`config.mk`:
```
export PLATFORM = sky130hd
export DESIGN_NAME = mem_arbiter
export DESIGN_NICKNAME = d
export VERILOG_FILES = /design/src/rtl/mem_arb_pkg.sv /design/src/rtl/arb_resp_pipe.sv /design/src/rtl/mem_arbiter.sv
export SDC_FILE = /design/constraint.sdc
export NUM_CORES = 1
export LEC_CHECK = 0
export ABC_AREA = 1
export BUFFER_PORTS_ARGS = -buffer_cell sky130_fd_sc_hd__buf_2
export CORE_AREA = 2 2 108 110
export DETAILED_ROUTE_END_ITERATION = 6
export DIE_AREA = 0 0 110 112
export PLACE_DENSITY_LB_ADDON = 0.05
export SETUP_SLACK_MARGIN = 0.02
export SKIP_LAST_GASP = 1
export SYNTH_ARGS = -nofsm -noshare
export SYNTH_HDL_FRONTEND = slang
export SYNTH_HIERARCHICAL = 1
export SYNTH_SLANG_ARGS = --single-unit
```
`constraint.sdc`:
```
create_clock -name clk -period 1.5 [get_ports clk]
set_input_delay 0 -clock clk [delete_from_list [all_inputs] [get_ports clk]]
set_output_delay 0 -clock clk [all_outputs]
set_load 0.01 [all_outputs]
```
`src/rtl/mem_arb_pkg.sv`:
```
// Shared definitions for the fetch / load-store RAM arbiter:
// requester ids, the in-flight response tag and the latency bound.
package mem_arb_pkg;

   localparam logic REQ_IF = 1'b0;
   localparam logic REQ_D  = 1'b1;

   // Largest RAM read latency the tag pipeline is expected to cover.
   localparam int MAX_RD_LATENCY = 4;

   // One entry per cycle travels down the response pipeline.
   typedef struct packed {
      logic valid;
      logic id;
      logic we;
   } arb_tag_t;

endpackage

```
`src/rtl/arb_resp_pipe.sv`:
```
// Fixed-depth shift register carrying the owner tag of each RAM access
// until its response returns. A low reset_n empties every stage.
import mem_arb_pkg::*;

module arb_resp_pipe #(
   parameter int DEPTH = 1
) (
   input  logic     clk,
   input  logic     reset_n,
   input  arb_tag_t push,
   output arb_tag_t pop
);

   arb_tag_t stage_reg [DEPTH];

   // Shift one stage per cycle; stage 0 takes this cycle's grant tag.
   always_ff @(posedge clk) begin
      if (!reset_n) begin
         for (int i = 0; i < DEPTH; i++) begin
            stage_reg[i] <= '0;
         end
      end else begin
         stage_reg[0] <= push;
         for (int i = 1; i < DEPTH; i++) begin
            stage_reg[i] <= stage_reg[i-1];
         end
      end
   end

   assign pop = stage_reg[DEPTH-1];

endmodule

```
`src/rtl/mem_arbiter.sv`:
```
// Two-requester arbiter sharing one RAM port between instruction fetch
// and load/store. Define MEM_ARB_RR_EN for round-robin arbitration;
// otherwise data requests have fixed priority over fetch requests.
import mem_arb_pkg::*;

module mem_arbiter #(
   parameter int ADDR_W     = 32,
   parameter int DATA_W     = 32,
   parameter int RD_LATENCY = 1
) (
   input  logic              clk,
   input  logic              reset_n,
   input  logic              if_req,
   input  logic [ADDR_W-1:0] if_addr,
   output logic              if_gnt,
   output logic              if_rvalid,
   output logic [DATA_W-1:0] if_rdata,
   input  logic              d_req,
   input  logic              d_we,
   input  logic [ADDR_W-1:0] d_addr,
   input  logic [DATA_W-1:0] d_wdata,
   input  logic [3:0]        d_wstrb,
   output logic              d_gnt,
   output logic              d_rvalid,
   output logic [DATA_W-1:0] d_rdata,
   output logic              mem_en,
   output logic              mem_we,
   output logic [ADDR_W-1:0] mem_addr,
   output logic [DATA_W-1:0] mem_wdata,
   output logic [3:0]        mem_wstrb,
   input  logic [DATA_W-1:0] mem_rdata
);

   logic              grant_d;
   logic              grant_if;
   logic [ADDR_W-1:0] addr_sel;
   arb_tag_t          push_tag;
   arb_tag_t          pop_tag;

`ifdef MEM_ARB_RR_EN
   logic last_reg;

   // Remember who won the most recent grant so a tie goes the other way.
   always_ff @(posedge clk) begin
      if (!reset_n) begin
         last_reg <= REQ_IF;
      end else if (grant_d || grant_if) begin
         last_reg <= grant_d ? REQ_D : REQ_IF;
      end
   end

   // Round-robin grant: only a tie consults the last-grant register.
   always_comb begin
      grant_d  = 1'b0;
      grant_if = 1'b0;
      if (reset_n) begin
         if (d_req && if_req) begin
            grant_d  = (last_reg == REQ_IF);
            grant_if = (last_reg == REQ_D);
         end else begin
            grant_d  = d_req;
            grant_if = if_req;
         end
      end
   end
`else
   // Fixed priority grant: a data request always beats a fetch request.
   always_comb begin
      grant_d  = 1'b0;
      grant_if = 1'b0;
      if (reset_n) begin
         grant_d  = d_req;
         grant_if = if_req && !d_req;
      end
   end
`endif

   assign d_gnt  = grant_d;
   assign if_gnt = grant_if;

   // Steer the granted request onto the RAM port; fetches never write.
   always_comb begin
      mem_en    = 1'b0;
      mem_we    = 1'b0;
      addr_sel  = '0;
      mem_wdata = '0;
      mem_wstrb = 4'b0000;
      if (grant_d) begin
         mem_en    = 1'b1;
         mem_we    = d_we;
         addr_sel  = d_addr;
         mem_wdata = d_wdata;
         mem_wstrb = d_we ? d_wstrb : 4'b0000;
      end else if (grant_if) begin
         mem_en    = 1'b1;
         addr_sel  = if_addr;
      end
   end

   // The RAM is word addressed in practice, so drop the byte offset.
   assign mem_addr = addr_sel & {{(ADDR_W-2){1'b1}}, 2'b00};

   assign push_tag.valid = grant_d || grant_if;
   assign push_tag.id    = grant_d ? REQ_D : REQ_IF;
   assign push_tag.we    = grant_d && d_we;

   arb_resp_pipe #(
      .DEPTH (RD_LATENCY)
   ) u_resp_pipe (
      .clk     (clk),
      .reset_n (reset_n),
      .push    (push_tag),
      .pop     (pop_tag)
   );

   // Route the returning response to its owner; gate with reset so a
   // tag still sitting in the last stage cannot escape during reset.
   always_comb begin
      if_rvalid = reset_n && pop_tag.valid && (pop_tag.id == REQ_IF);
      d_rvalid  = reset_n && pop_tag.valid && (pop_tag.id == REQ_D);
      if_rdata  = if_rvalid ? mem_rdata : '0;
      d_rdata   = (d_rvalid && !pop_tag.we) ? mem_rdata : '0;
   end

endmodule

```
==> Word-level counts from Yosys, hierarchy flattened <==
Memory sizes are Yosys's and may differ from the RTL's.
Cells that the tools add are included.
{ "classes": {"n_mux": 17, "bitwise": 1, "n_reduce_logical": 10} }
{ "op_table": {"columns": ["cell", "count"], "rows": [
  ["$mux W32", 5],
  ["$mux W1", 9],
  ["$mux W4", 2],
  ["$logic_and A1 B1 Y1", 6],
  ["$mux W3", 1],
  ["$reduce_or A3 Y1", 1],
  ["$logic_not A1 Y1", 2],
  ["$logic_or A1 B1 Y1", 1],
  ["$not A1 Y1", 1]
]} }
{ "word_totals": {"regBits": 0, "ram_bits": 3, "in_bits": 137, "word_cells": 29, "n_memories": 1} }
{ "memory_table": {"columns": ["memory", "words", "word_bits", "read_ports", "rd_clocked_by_memory_dff", "wr", "line_no", "source"], "rows": [
  ["u_resp_pipe.stage_reg", 1, 3, 1, 0, 1, "arb_resp_pipe.sv:14", "arb_tag_t stage_reg [DEPTH];"]
]} }

==> Logic depth before layout (Yosys ltp) <==
{ "logic_depth": {"ltp_word": 5, "mapped_depth": 6, "depth_no_buf": 4} }

==> Cells and area by module <==
Netlist, hierarchy kept.
{ "by_module_without_submodules": {"columns": ["module", "instances", "cells_each", "area_each_um2", "seq_area_each_um2"], "rows": [
  ["mem_arbiter", 1, 292, 1149.9, 0.0],
  ["arb_resp_pipe", 1, 9, 82.6, 60.1]
]} }

==> Worst setup path before layout <==
OpenSTA, ideal clock, no wires.
{ "synth_path": {"kind": "register to output", "start": "mem u_resp_pipe/stage_reg[0][2] (netlist bit)", "end": "out d_rdata[10]", "arrival_ps": 841, "required_time_ps": 1500, "path_slack_ps": 659, "path_stages_with_launch": 4, "cell_sequence": "dfxtp_1 -> nand4_1 -> buf_2 -> nor2_1"} }
{ "synth_via": {"elab_chain_cells": 5} }
{ "synth_rtl": {"columns": ["element", "line_no", "source"], "rows": [
  ["from (decl)", "arb_resp_pipe.sv:14", null],
  ["$mem_v2 Z1 W3", null, null],
  ["$logic_and A1 B1 Y1 (2 in series)", "mem_arbiter.sv:120", "d_rvalid = reset_n && pop_tag.valid && (pop_tag.id == REQ_D);"],
  ["$logic_and A1 B1 Y1", "mem_arbiter.sv:122", "d_rdata = (d_rvalid && !pop_tag.we) ? mem_rdata : '0;"],
  ["$mux W32", "mem_arbiter.sv:122", null],
  ["to (decl)", "mem_arbiter.sv:25", "output logic [DATA_W-1:0] d_rdata,"]
]} }
No other way between the ends.

==> Worst setup path in the final report <==
{ "layout_path": {"start": "mem u_resp_pipe/stage_reg[0][2] (netlist bit)", "end": "out d_rdata[13]"} }
Same word-level chain as after synthesis.

==> impl_results.md <==
* Status: complete, no violations
* Largest family of logic cells by synthesized area: simple AND/OR/NAND/NOR gates
* Post-synthesis register bit count at 3
* Clk root buf: clkbuf_16
* Cts hold-fix bufs at 0
* Placer Congestion at roughly 0.75
* Mapped Area at about 1200 sq um
* M2 GR Usage at a little over a fifth
* Vias in the first global route at ~2,100
* Ant diodes at 0
* Min cycle time layout at about 1.2 ns
* Share of the synthesized area in the top cell type at 30.8%
* Remaining global-route overflow at 0
* Worst-path maximum fanout at 32
* Final setup fails at 0
* CTS clk-pin slew, worst paths at 0.03 ns
* Drt pass-1 iters at 4
* TritonCTS buffer count at 3
* Crit path buffers/inverters at 2
* Max frequency at 0.819 GHz
* GR Layer Usage met1 at under 10%
* GRT Overall Usage at about a tenth
* Compound-Gate Fraction of Synth Area at 0%
* Area contributors post-synth: nor2_1 (31%), nand2_1 (30%), inv_1 (23%)
* Arrival time of the worst setup path at around 1.2 ns
* Setup Crit Path Kind: flip-flop to primary output
* CTS resizes at 0
* Synth-to-layout area growth at 124%
* Hold Path Class: primary input to flip-flop
* Share of cells above drive strength 1 at between 40% and 50%
* Synth warn at 6
* CP startpoint: u_resp_pipe/stage_reg[0][2]
* Mux contribution to synthesized area at 0%
* Placement Rows at 39
* CP peak stage delay at ~0.33 ns
* Crit path launch type: flip-flop
* CTS max path bufs at 2
* Height of the die at ~110 um
* WP data required at about 1.5 ns
* XOR/XNOR Fraction of Synth Area at 0%
* Global routing's busiest layer: met2
* Final Hold Fails at 0
* CP max-delay cell: dfxtp_1
* Power Dens Cells at 376 nW/um^2
* Max reg flops at 3
* # IOs at between 200 and 300
* Finished Layout Cells at 705
* Simple-Gate Fraction of Synth Area at about 63%
* HPWL after DPL at slightly below 6000 um
* CORE AREA at ~11,000 sq um
* Fillcell total at 1,323
* Clock sinks at 3
* Vias at between 2,000 and 2,500
* Vias per inst at 3.51
* Hold_sp: reset_n
* Synth cell types at 14
* Crit path max-delay family: buffers and inverters
* # port buffers at around 270
* Synth area leader: nor2_1
* Met3 Track Usage GR at under 10%
* Mapped Cells at roughly 300
* DR WL/cell at approximately 9.6 um
* Post-CTS setup repair buffer count at 0
* DP Cell Count at approximately 700
* Pin count of the biggest net entering global routing at 39
* Leak at about 2.2 nW
* DRC Markers at 0
* Max Slew Vio Count at 0
* RSZ-0062 raised after global routing: false
* Final core occ at 24.8%
* Setup TNS Final at 0 ns
* Crit path cell chain: nand4_1 -> buf_4 -> nor2_1 -> buf_2
* DRT iter0 DRCs at between 90 and 100
* Final Routed Wirelength at between 6000 and 7000 um
* Period utilisation layout at 81.4%
* Initial antenna violation count at 0
* First-pass GRT wire length at roughly 9500 um
* Crit end category: primary output
* CTS H-tree depth at 1
* Die ar. at roughly 12,000 sq um
* Mean Syn Cell Area at around 4.1 sq um
* Post-synthesis sequential area ratio at 4.87%
* Initial Util at 11.0%
* Peak supply drop at approximately 0.00019 V
* Adder-Cell Fraction of Synth Area at 0%
* Die Wd at approximately 110 um
* Worst hold slack at 0.0817 ns
* CTS tree: yes
* Antenna viol nets, final at 0
* Max-cap violations at 0
* Fin nets at 700
[layer usage]
metal	share of wire, %	wire length (um)
met5	0	0
met4	0.62	42
met3	11	773
met2	56	3780
met1	32	2160
[metrics by stage]
stage / total power (W) / area, sq um / setup slack [ns]
after CTS: 0.00106 / 2770 / 0.248
after detailed placement: 0.000629 / 2690 / 0.418
final: 0.00104 / 2770 / 0.279
after global placement: 0.000631 / 2690 / 0.476
after global routing: 0.00113 / 2770 / 0.168
after floorplan: 0.000329 / 1240 / 0.659
[Yosys cell counts]
| cell | instances |
|---|---|
| buf_2 | 10 |
| buf_4 | 4 |
| buf_6 | 2 |
| clkbuf_1 | 1 |
| clkbuf_4 | 1 |
| conb_1 | 1 |
| dfxtp_1 | 3 |
| inv_1 | 74 |
| nand2_1 | 100 |
| nand3_1 | 1 |
| nand4_1 | 1 |
| nor2_1 | 101 |
| nor2_2 | 1 |
| nor3_1 | 1 |
[cells in the final DEF, fill, tap and decap left out]
cell type,instances
dfxtp_1,3
clkbuf_16,3
nor3_1,1
clkbuf_1,1
nand3_1,1
nand2_1,100
nor2_2,1
buf_4,6
inv_1,74
buf_2,268
nand4_1,1
conb_1,2
nor2_1,101
[layout make-up]
type,instances,area (sq um),share of cell area (%)
well taps,143,179,6.47
multi-input cells,207,785,28.4
flip-flops and latches,3,60.1,2.17
repair buffers,274,1390,50.1
inverters,74,278,10.0
clock buffers,4,78.8,2.85
[cell families (layout without fill, tap and decap cells)]
family / count (synthesis) / in the layout
other cells: 1 / 2
buf+inv: 92 / 352
flops: 3 / 3
simple gates: 205 / 205
[worst paths after layout]
path                          end  slack [ns]  depth (start not counted)
min   u_resp_pipe/stage_reg[0][0]        0.08                          3
max                   d_rdata[13]        0.28                          4
[power breakdown]
part / leakage [nW] / internal [W] / total, W / switching, W
Sequential: 0.0247 / 0.0000840 / 0.0000857 / 0.00000173
Clock: 0.0382 / 0.000350 / 0.000419 / 0.0000688
Combinational: 2.17 / 0.000253 / 0.000535 / 0.000282
Total: 2.23 / 0.000687 / 0.00104 / 0.000352
Note: power is estimated with default switching activity, not from simulation.
